<file path="config.mk">
export PLATFORM = sky130hd
export DESIGN_NAME = fir_mac_sequencer
export DESIGN_NICKNAME = d
export VERILOG_FILES = /design/src/rtl/fir_mac_sequencer.sv
export SDC_FILE = /design/constraint.sdc
export NUM_CORES = 1
export LEC_CHECK = 0
export ABC_AREA = 1
export CAP_MARGIN = 40
export CORE_MARGIN = 2
export CORE_UTILIZATION = 52
export DETAILED_ROUTE_END_ITERATION = 7
export PLACE_DENSITY = 0.72
export SLEW_MARGIN = 10
export SYNTH_ARGS = -nofsm -noshare
export SYNTH_HDL_FRONTEND = slang
export SYNTH_SLANG_ARGS = --single-unit
</file>
<file path="constraint.sdc">
create_clock -name clk -period 6.48 [get_ports clk]
set_input_delay 1.296 -clock clk [delete_from_list [all_inputs] [get_ports clk]]
set_output_delay 1.296 -clock clk [all_outputs]
set_load 0.03 [all_outputs]
</file>
<file path="src/rtl/fir_mac_sequencer.sv">
// fir_mac_sequencer
//
// Computes one direct-form FIR output per accepted input sample,
//     y[n] = sum_k coef[k] * x[n-k]
// by sequencing a single external Q16.16 multiplier. Each tap takes one
// multiply over a mul_start / mul_done handshake. Products are summed into
// a saturating 32-bit accumulator.
//
// Ports
//   clk          clock
//   rst          synchronous, active-low reset
//   sample_valid input sample offered
//   sample_in    Q16.16 input sample
//   sample_ready high while idle; a sample is accepted when both are high
//   coef_we      coefficient write strobe, honoured only while idle
//   coef_addr    coefficient index
//   coef_wdata   Q16.16 coefficient
//   mul_start    one-cycle pulse, operands valid on mul_a / mul_b
//   mul_a        delay-line sample operand (held until the next issue)
//   mul_b        coefficient operand (held until the next issue)
//   mul_done     product valid on mul_p; only looked at while waiting
//   mul_p        Q16.16 product
//   out_valid    one-cycle pulse, filter output valid on out_data
//   out_data     Q16.16 filter output (held until the next result)
//   busy         high whenever the sequencer is not idle
module fir_mac_sequencer #(
    parameter int TAPS = 8,
    parameter int AW   = $clog2(TAPS)
) (
    input  logic          clk,
    input  logic          rst,
    input  logic          sample_valid,
    input  logic [31:0]   sample_in,
    output logic          sample_ready,
    input  logic          coef_we,
    input  logic [AW-1:0] coef_addr,
    input  logic [31:0]   coef_wdata,
    output logic          mul_start,
    output logic [31:0]   mul_a,
    output logic [31:0]   mul_b,
    input  logic          mul_done,
    input  logic [31:0]   mul_p,
    output logic          out_valid,
    output logic [31:0]   out_data,
    output logic          busy
);

    typedef enum logic [1:0] {
        S_IDLE  = 2'd0,
        S_ISSUE = 2'd1,
        S_WAIT  = 2'd2,
        S_DONE  = 2'd3
    } state_t;

    localparam logic [AW-1:0] LAST_TAP = AW'(TAPS - 1);

    state_t        state_q, state_d;

    logic [31:0]   dline_q [TAPS];
    logic [31:0]   coef_q  [TAPS];
    logic [AW-1:0] wptr_q;
    logic [AW-1:0] k_q;
    logic [31:0]   acc_q;
    logic [31:0]   acc_d;
    logic [31:0]   mul_a_q;
    logic [31:0]   mul_b_q;
    logic [31:0]   out_data_q;

    // Tap index wraps naturally because TAPS is a power of two.
    logic [AW-1:0] tap_idx;
    logic [31:0]   dline_rd;
    logic [31:0]   coef_rd;
    logic [32:0]   acc_sum;

    assign tap_idx  = wptr_q - k_q;
    assign dline_rd = dline_q[tap_idx];
    assign coef_rd  = coef_q[k_q];

    // Saturating add: overflow shows as a disagreement between the two top
    // bits of the sign-extended 33-bit sum.
    assign acc_sum = {acc_q[31], acc_q} + {mul_p[31], mul_p};

    always_comb begin
        acc_d = acc_sum[31:0];
        if (acc_sum[32] != acc_sum[31]) begin
            acc_d = acc_sum[32] ? 32'h8000_0000 : 32'h7FFF_FFFF;
        end
    end

    // ------------------------------------------------------------------
    // FSM: state register
    // ------------------------------------------------------------------
    always_ff @(posedge clk) begin
        if (!rst) begin
            state_q <= S_IDLE;
        end else begin
            state_q <= state_d;
        end
    end

    // ------------------------------------------------------------------
    // FSM: next-state logic
    // ------------------------------------------------------------------
    always_comb begin
        state_d = state_q;
        unique case (state_q)
            S_IDLE:  if (sample_valid) state_d = S_ISSUE;
            S_ISSUE: state_d = S_WAIT;
            S_WAIT: begin
                if (mul_done) begin
                    state_d = (k_q == LAST_TAP) ? S_DONE : S_ISSUE;
                end
            end
            S_DONE:  state_d = S_IDLE;
            default: state_d = S_IDLE;
        endcase
    end

    // ------------------------------------------------------------------
    // FSM: outputs
    // ------------------------------------------------------------------
    always_comb begin
        sample_ready = (state_q == S_IDLE);
        busy         = (state_q != S_IDLE);
        mul_start    = (state_q == S_ISSUE);
        out_valid    = (state_q == S_DONE);
        // Operands are presented live during ISSUE and captured there so
        // they stay stable for the whole multiply and beyond.
        mul_a        = (state_q == S_ISSUE) ? dline_rd : mul_a_q;
        mul_b        = (state_q == S_ISSUE) ? coef_rd  : mul_b_q;
        out_data     = (state_q == S_DONE)  ? acc_q    : out_data_q;
    end

    // ------------------------------------------------------------------
    // Datapath
    // ------------------------------------------------------------------
    always_ff @(posedge clk) begin
        if (!rst) begin
            for (int i = 0; i < TAPS; i++) begin
                dline_q[i] <= '0;
                coef_q[i]  <= '0;
            end
            wptr_q     <= '0;
            k_q        <= '0;
            acc_q      <= '0;
            mul_a_q    <= '0;
            mul_b_q    <= '0;
            out_data_q <= '0;
        end else begin
            // Coefficient bank is writable only while idle. A write in the
            // same cycle as a sample accept lands before the first ISSUE
            // reads coef[0], so the new value is seen by that sample.
            if (state_q == S_IDLE && coef_we) begin
                coef_q[coef_addr] <= coef_wdata;
            end

            unique case (state_q)
                S_IDLE: begin
                    if (sample_valid) begin
                        dline_q[wptr_q] <= sample_in;
                        acc_q           <= '0;
                        k_q             <= '0;
                    end
                end
                S_ISSUE: begin
                    mul_a_q <= dline_rd;
                    mul_b_q <= coef_rd;
                end
                S_WAIT: begin
                    if (mul_done) begin
                        acc_q <= acc_d;
                        if (k_q != LAST_TAP) begin
                            k_q <= k_q + 1'b1;
                        end
                    end
                end
                S_DONE: begin
                    out_data_q <= acc_q;
                    wptr_q     <= wptr_q + 1'b1;
                end
                default: ;
            endcase
        end
    end

endmodule

</file>
# [Word-level counts from Yosys, hierarchy flattened]
# Memories as Yosys holds them, arrays and structs flattened. A register that Yosys moved wholly into a read port is not among the register bits.
# Cells that the tools add are included.
[classes] mux=32 addsub=4 n_reduce_logical=9 n_eq_ne=9
[op_table] operator="$mux W32" n=9
[op_table] operator="$pmux W32 S2" n=1
[op_table] operator="$reduce_or A32 Y1" n=2
[op_table] operator="$add A32 B32 Y33" n=1
[op_table] operator="$mux W3" n=7
[op_table] operator="$mux W1" n=10
[op_table] operator="$pmux W2 S4" n=1
[op_table] operator="$add A3 B1 Y3 const B" n=2
[op_table] operator="$mux W2" n=3
[op_table] operator="$ne A2 B2 Y1 const B" n=3
[op_table] operator="$pmux W3 S2" n=1
[op_table] operator="$eq A2 B2 Y1 const B" n=2
[op_table] operator="$reduce_and A4 Y1" n=1
[op_table] operator="$reduce_bool A2 Y1" n=2
[op_table] operator="$eq A3 B3 Y1 const B" n=1
[op_table] operator="$ne A3 B3 Y1 const B" n=1
[op_table] operator="$reduce_and A3 Y1" n=1
[op_table] operator="$sub A3 B3 Y3" n=1
[op_table] operator="$eq A2 B1 Y1 const B" n=1
[op_table] operator="$logic_not A2 Y1" n=1
[op_table] operator="$reduce_and A2 Y1" n=1
[op_table] operator="$logic_and A1 B1 Y1" n=1
[op_table] operator="$ne A1 B1 Y1" n=1
[word_totals] ram_bits=512 word_cells=63 out_inout_bits=100 mem_count=2 register_bits=136
[memory_table] memory="coef_q" words=8 width=32 read_ports=1 rd_clocked_by_memory_dff=1 write_ports=8 line="60" source="logic [31:0] coef_q [TAPS];"
[memory_table] memory="dline_q" words=8 width=32 read_ports=1 rd_clocked_by_memory_dff=0 write_ports=8 line="59" source="logic [31:0] dline_q [TAPS];"

# [Longest topological paths before layout]
# Gate-level depths: netlist (run 1).
[logic_depth] depth_word=7 ltp_mapped=17 depth_no_buf=16

# [Least setup slack after synthesis (run 1)]
# Ideal clock, no wire load.
[synth_timing] path_type="register -> output" startpoint="register wptr_q[0]" endpoint="output port mul_a[6]" t_arrival_ps=2271 path_buffers=2 setup_slack_ps=2913 path_stages_with_launch=14 path_cell_list="dfxtp_1 > inv_1 > ha_1 > inv_1 > fa_1 > clkbuf_1 > buf_1 > a21oi_1 > o21ai_0 > o21ai_0 > nor2_1 > nor2_1 > o21ai_0 > nand2_1"
[synth_between] elab_chain_cells=3
[synth_rtl] item="from (decl)" line="61" source="logic [AW-1:0] wptr_q;"
[synth_rtl] item="from (signal assigned)" line="179" source="wptr_q <= wptr_q + 1'b1;"
[synth_rtl] item="$sub A3 B3 Y3" line="75" source="assign tap_idx = wptr_q - k_q;"
[synth_rtl] item="$mem_v2 Z8 W32"
[synth_rtl] item="$mux W32"
[synth_rtl] item="to (decl)" line="39" source="output logic [31:0] mul_a,"
# No other way between the ends.

# [Worst setup path in the final report (run 1)]
[layout_timing] startpoint="register wptr_q[0]" endpoint="output port mul_a[27]"
# Same word-level chain as after synthesis.

==> results of run 1 <==
[synth_stat cells]
cell type  number  share of area (%)
clkinv_1        2              0.025
nor3_1          5              0.082
o211ai_1       64                1.6
mux2i_1       128                4.2
edfxtp_1      512                 51
fa_1            2               0.13
buf_6           3               0.11
a21oi_4         1              0.054
ha_1           36                1.5
nand3b_1        9               0.22
a21oi_1       226                3.7
buf_2          29               0.48
o21ai_0       275                4.5
inv_1         314                3.9
buf_1          14               0.17
nand2_4         3               0.11
nand3_2         4               0.13
a21oi_2        36                1.0
inv_2           8              0.099
dfxtp_1       139                9.2
nand4_1         3              0.062
nand2_1       422                5.2
xnor2_1        16               0.46
nand2_2        13               0.27
nor3_2          1              0.033
or2_1           1              0.021
or2_2          32               0.66
nor2_1        671                8.3
xor2_1          5               0.14
nand3_1        70                1.2
clkbuf_1      130                1.6
o21bai_1        7               0.17
[worst min-delay path by stage]
stage,to,slack [ns],cells past startpoint
final,mul_b_q[0],0.47,2
after detailed placement,mul_b_q[7],0.46,2
after CTS,mul_b_q[7],0.47,2
after floorplan,mul_a_q[0],0.45,2
after global placement,mul_b_q[12],0.46,2
after global routing,mul_b_q[3],0.49,2
[power groups by stage]
stage / clock (µW) / combinational [µW] / sequential [µW]
CTS: 4000 / 1020 / 4710
detailed placement: 0 / 1010 / 4800
global route: 4170 / 1100 / 4730
floorplan: 0 / 626 / 4780
global placement: 0 / 981 / 4800
finish: 3950 / 1010 / 4710
[metrics by stage]
stage	hold WS (ns)	setup WS, ns	util, %	cells
after floorplan	0.4527	2.913	-	3181
after global placement	0.4603	1.699	57.39	4025
after detailed placement	0.4636	1.719	57.68	4032
after CTS	0.4724	1.059	61.60	4163
after global routing	0.4865	0.7522	61.63	4165
final	0.4696	1.012	61.63	4165
[cell usage in the layout (no fill, tap or decap), types with 6 or more instances in the layout]
cell type | synthesis | final
buf_12 | 0 | 6
xnor2_1 | 16 | 15
clkbuf_16 | 0 | 76
dfxtp_1 | 139 | 137
mux2i_1 | 128 | 128
nor2_1 | 671 | 670
ha_1 | 36 | 35
clkinv_1 | 2 | 11
nand2_2 | 13 | 20
inv_2 | 8 | 8
o21ai_0 | 275 | 275
o21bai_1 | 7 | 7
nand3b_1 | 9 | 9
clkdlybuf4s50_1 | 0 | 203
inv_1 | 314 | 313
nand3_1 | 70 | 70
buf_4 | 0 | 49
a21oi_2 | 36 | 37
a21oi_1 | 226 | 225
clkbuf_1 | 130 | 28
nand2_1 | 422 | 415
edfxtp_1 | 512 | 512
o211ai_1 | 64 | 64
or2_2 | 32 | 32
[cell families after synthesis]
group / count (synthesis) / synth area share [%]
mux: 128 / 4.221
fa+ha+maj: 38 / 1.616
simple gates: 1234 / 16.26
buf+inv: 500 / 6.376
xor+xnor: 21 / 0.6059
compound gates: 609 / 11.11
flops: 651 / 59.81
[cell type report]
type | count | area (µm²)
fillers | 4717 | 22140
flip-flops and latches | 651 | 18160
multi-input cells | 2030 | 10310
repair buffers | 263 | 2645
clock buffers | 107 | 2039
inverters | 324 | 1220
well taps | 765 | 957.2
clock inverters | 24 | 219.0
diodes | 1 | 2.502
[state kept, by name, indices dropped and copies added (netlist names), named ones only]
| signal | count |
|---|---|
| coef_q | 256 |
| dline_q | 256 |
| acc_q | 32 |
| mul_a_q | 32 |
| mul_b_q | 32 |
| out_data_q | 32 |
| k_q | 3 |
| wptr_q | 3 |
| state_q | 2 |
[tightest hold or removal path, stage by stage, from the launching register on]
cell,delay [ns]
dfxtp_1,0.29
nand2_1,0.07
a21oi_1,0.06
[per-layer routing]
metal	vias to the layer above	wire length (µm)
met3	182	5748
li1	10930	-
met4	0	2555
met2	886	40300
met1	10960	31750
met5	-	0
==> flow_metrics.env, run 1 <==
export IMPL_grt_pass1_vias=22750
export IMPL_syn_area_um2=30360
export IMPL_path_buf_inv=4
export IMPL_root_buffer="clkbuf_16"
export IMPL_tightest_slew_ns=0.8501
export IMPL_slew_viol_final=0
export IMPL_gp_congestion=0.8923
export IMPL_placementRows=88
export IMPL_die_x_um=245.6
export IMPL_nNetsFinal=3483
export IMPL_clock_power_share_pct=40.8
export IMPL_drive_above_1_share_pct=7.855
export IMPL_swShare_pct=24.34
export IMPL_crit_path_cell_trace="inv_1, ha_4, inv_1, fa_2, buf_4, a21oi_1, o21ai_0, o21ai_0, nor2_1, nor2_1, o21ai_0, nand2_1, clkdlybuf4s50_1"
export IMPL_yosys_warnings=0
export IMPL_clockBufferDepth=3
export IMPL_use_met2_pct=46.33
export IMPL_ys_seq_area_share_pct=59.81
export IMPL_htree_num_levels=3
export IMPL_ir_drop_mv=0.1801
export IMPL_outcome="completed"
export IMPL_routed_wl_um=80360
export IMPL_cts_tree="yes"
export IMPL_crit_cells=13
export IMPL_drc=0
export IMPL_dpl_hpwl_um=48700
export IMPL_r2r_cells=7
export IMPL_fin_area_um2=35560
export IMPL_dieArea_um2=60330
export IMPL_max_freq_ghz=0.1829
export IMPL_path_clk_slew_ns=0.05
export IMPL_path_max_fanout=41
export IMPL_finalSetupTns_ns=0
export IMPL_ant_nets=0
export IMPL_wl_per_cell_um=19.29
export IMPL_drt_initial_drc_count=1763
export IMPL_critPathKind="reg2out"
export IMPL_combPwrFrac_pct=10.5
export IMPL_reg2reg_from="state_q[1]"
export IMPL_grt_util_met3_pct=4.224
export IMPL_io_pins=204
export IMPL_synth_cells=3181
export IMPL_period_share_pct=84.39
export IMPL_antenna_found_initial=1
export IMPL_use_met1_pct=33.34
export IMPL_worstSkewPairLatency_ns=0.61
export IMPL_fin_skew_ns=0.01325
export IMPL_cts_sinks=651
export IMPL_place_area_um2=33280
export IMPL_critPathLaunchType="flip-flop"
export IMPL_hp_class="reg2reg"
export IMPL_relSlewSlack_pct=43.13
export IMPL_dr_pass1_iters=6
export IMPL_arrival_ns=4.17
export IMPL_end_kind="output pin"
export IMPL_grt_pass1_wl_um=124400
export IMPL_die_h_um=245.6
export IMPL_cp_required_ns=5.18
export IMPL_grt_max_degree=93
export IMPL_p_per_area_nw_per_um2=272.2
export IMPL_grt_busiest_layer="met2"
export IMPL_fin_crit_ns=5.468
export IMPL_max_cap_violations=0
export IMPL_p_seq_share_pct=48.7
export IMPL_start_util_pct=52.62
export IMPL_crit_slowest_cell="fa_2"
export IMPL_grt_overflow_total=0
export IMPL_cp_slowest_stage_delay_ns=0.89
export IMPL_core_area_um2=57700
export IMPL_cts_buffers=71
export IMPL_syn_nets=3323
export IMPL_vias=22960
export IMPL_grtUsageTotal_pct=26.63
export IMPL_p_sw_uw=2356
export IMPL_p_int_uw=7323
export IMPL_min_from="mul_b_q[0]"
export IMPL_syn_to_final_growth_pct=17.14
export IMPL_postCtsResizedCells=0
export IMPL_crit_top_cell="o21ai_0"
export IMPL_rsz0062_at_grt="false"
export IMPL_finalPower_uw=9678
export IMPL_setup_worst_path_start="wptr_q[0]"
export IMPL_synth_seq_cells=651
export IMPL_ctsHoldBuffers=0
export IMPL_setup_viol=0
export IMPL_hold_viol_final=0
export IMPL_critPathCapture="mul_a[27]"
export IMPL_reg2reg_to="coef_q[2][27]"
export IMPL_crit_family="buffers and inverters"
export IMPL_port_buffers=203
export IMPL_avgSynthCellArea_um2=9.543
export IMPL_r2r_slack_ns=2.97
export IMPL_cts_setup_buffers=0
export IMPL_yosysUniqueCellTypes=32
export IMPL_vias_per_cell=5.513
export IMPL_cellLeakagePower_uw=0.01505
No activity file was read; power rests on OpenSTA's default activity.
==> run 2, diff against run 1 <==
- PLACE_DENSITY: 0.72 -> 0.74
- clock period: 6.48 -> 4.7 ns (I/O delays scaled with it)
==> run 2 against run 1 <==
Cell count grew 0.17%. Count of clock-buffer cells in the layout shrank 12. Register-to-register slack lost 1.3 ns. Clock power grew 38%. Hold slack is essentially flat. Sequential share of layout area shrank 0.088 points. Sequential power grew 38%. Clock skew grew 0.0087 ns. Critical path type unchanged. Critical endpoint is now mul_a[12]. Largest cell class unchanged.
==> flow_metrics.env, run 2 (synthesized netlist as in run 1, its figures left out) <==
export IMPL_p_seq_share_pct=48.6
export IMPL_port_buffers=203
export IMPL_dieArea_um2=60330
export IMPL_grt_pass1_wl_um=125700
export IMPL_io_pins=204
export IMPL_wl_per_cell_um=19.30
export IMPL_nNetsFinal=3495
export IMPL_cellLeakagePower_uw=0.01518
export IMPL_syn_to_final_growth_pct=17.34
export IMPL_grt_overflow_total=0
export IMPL_setup_viol=0
export IMPL_cts_tree="yes"
export IMPL_end_kind="output pin"
export IMPL_postCtsResizedCells=0
export IMPL_dr_pass1_iters=5
export IMPL_fin_skew_ns=0.02198
export IMPL_hp_class="reg2reg"
export IMPL_drt_initial_drc_count=2084
export IMPL_p_sw_uw=3216
export IMPL_grt_max_degree=102
export IMPL_relSlewSlack_pct=42.51
export IMPL_start_util_pct=52.62
export IMPL_grt_pass1_vias=23040
export IMPL_root_buffer="clkbuf_16"
export IMPL_die_x_um=245.6
export IMPL_finalSetupTns_ns=0
export IMPL_cts_buffers=69
export IMPL_fin_crit_ns=4.382
export IMPL_p_int_uw=10170
export IMPL_place_area_um2=33360
export IMPL_vias=23080
export IMPL_ant_nets=0
export IMPL_ir_drop_mv=0.2985
export IMPL_max_freq_ghz=0.2282
export IMPL_whs_ns=0.4698
export IMPL_drive_above_1_share_pct=9.070
export IMPL_hold_viol_final=0
export IMPL_reg_largest_list="coef_q x256, dline_q x256"
export IMPL_fin_area_um2=35620
export IMPL_cp_required_ns=3.76
export IMPL_dpl_hpwl_um=49970
export IMPL_arrival_ns=3.44
export IMPL_cts_setup_buffers=0
export IMPL_worstSkewPairLatency_ns=0.61
export IMPL_mostFrequentLayoutCell="nor2_1"
export IMPL_antenna_found_initial=0
export IMPL_vias_per_cell=5.532
export IMPL_clock_power_share_pct=40.9
export IMPL_layout_common_cells="nor2_1 (670), edfxtp_1 (512), nand2_1 (422)"
export IMPL_diodes=0
export IMPL_grtUsageTotal_pct=26.84
export IMPL_path_max_fanout=64
export IMPL_htree_num_levels=3
export IMPL_swShare_pct=24.04
export IMPL_placementRows=88
export IMPL_die_h_um=245.6
export IMPL_routed_wl_um=80520
export IMPL_p_per_area_nw_per_um2=375.7
export IMPL_ctsHoldBuffers=0
export IMPL_drc=0
export IMPL_clockBufferDepth=3
export IMPL_tightest_slew_ns=0.8623
export IMPL_core_area_um2=57700
export IMPL_combPwrFrac_pct=10.6
export IMPL_outcome="completed"
export IMPL_period_share_pct=93.24
export IMPL_critPathLaunchType="flip-flop"
export IMPL_slew_viol_final=0
export IMPL_rsz0062_at_grt="false"
export IMPL_cts_sinks=651
export IMPL_path_clk_slew_ns=0.06
export IMPL_gp_congestion=0.9010
export IMPL_max_cap_violations=0
export IMPL_critPathKind="reg2out"
[run 2: worst max-delay path, stage by stage (launching register included)]
cell     delay, ns
dfxtp_1       0.35
inv_1         0.11
ha_4          0.81
buf_4         0.39
mux2i_1       0.23
o21ai_0       0.09
o21ai_0       0.45
nand2_1       0.13
buf_4         0.20
[run 2: per-stage QoR]
step	std cells	util, %	worst slack (ns)	power, µW
after floorplan	3181	-	1.489	7459
after global placement	4046	57.78	0.9171	7984
after detailed placement	4047	57.83	0.8542	8026
after CTS	4172	61.74	0.2816	13440
after global routing	4172	61.74	0.1425	13820
final	4172	61.74	0.3178	13380
[run 2: per-layer routing]
metal  track usage (%)  routed length (µm)
met5                 0                   0
met4             9.929                2421
met3             3.951                6085
met2             46.36               39830
met1             34.26               32180
[run 2: worst paths after layout]
| path | startpoint | to | slack, ns | depth (start not counted) |
|---|---|---|---|---|
| worst max-delay path | wptr_q[0] | mul_a[12] | 0.32 | 8 |
| worst min-delay path | mul_b_q[27] | mul_b_q[27] | 0.47 | 2 |
| worst max register to register | state_q[1] | coef_q[7][22] | 1.71 | 6 |
| worst min register to register | mul_b_q[27] | mul_b_q[27] | 0.47 | 2 |
[run 2: power groups by stage]
| stage | combinational [µW] | clock (µW) | sequential [µW] |
|---|---|---|---|
| global placement | 1380 | 0 | 6610 |
| finish | 1410 | 5470 | 6500 |
| global route | 1550 | 5760 | 6510 |
| detailed placement | 1410 | 0 | 6620 |
| CTS | 1420 | 5530 | 6500 |
| floorplan | 862 | 0 | 6600 |
[run 2: final cells by class]
type,count,area [µm²]
clock buffers,95,1908
clock inverters,30,349.1
fillers,4780,22070
repair buffers,277,2728
well taps,765,957.2
multi-input cells,2030,10300
flip-flops and latches,651,18160
inverters,324,1220
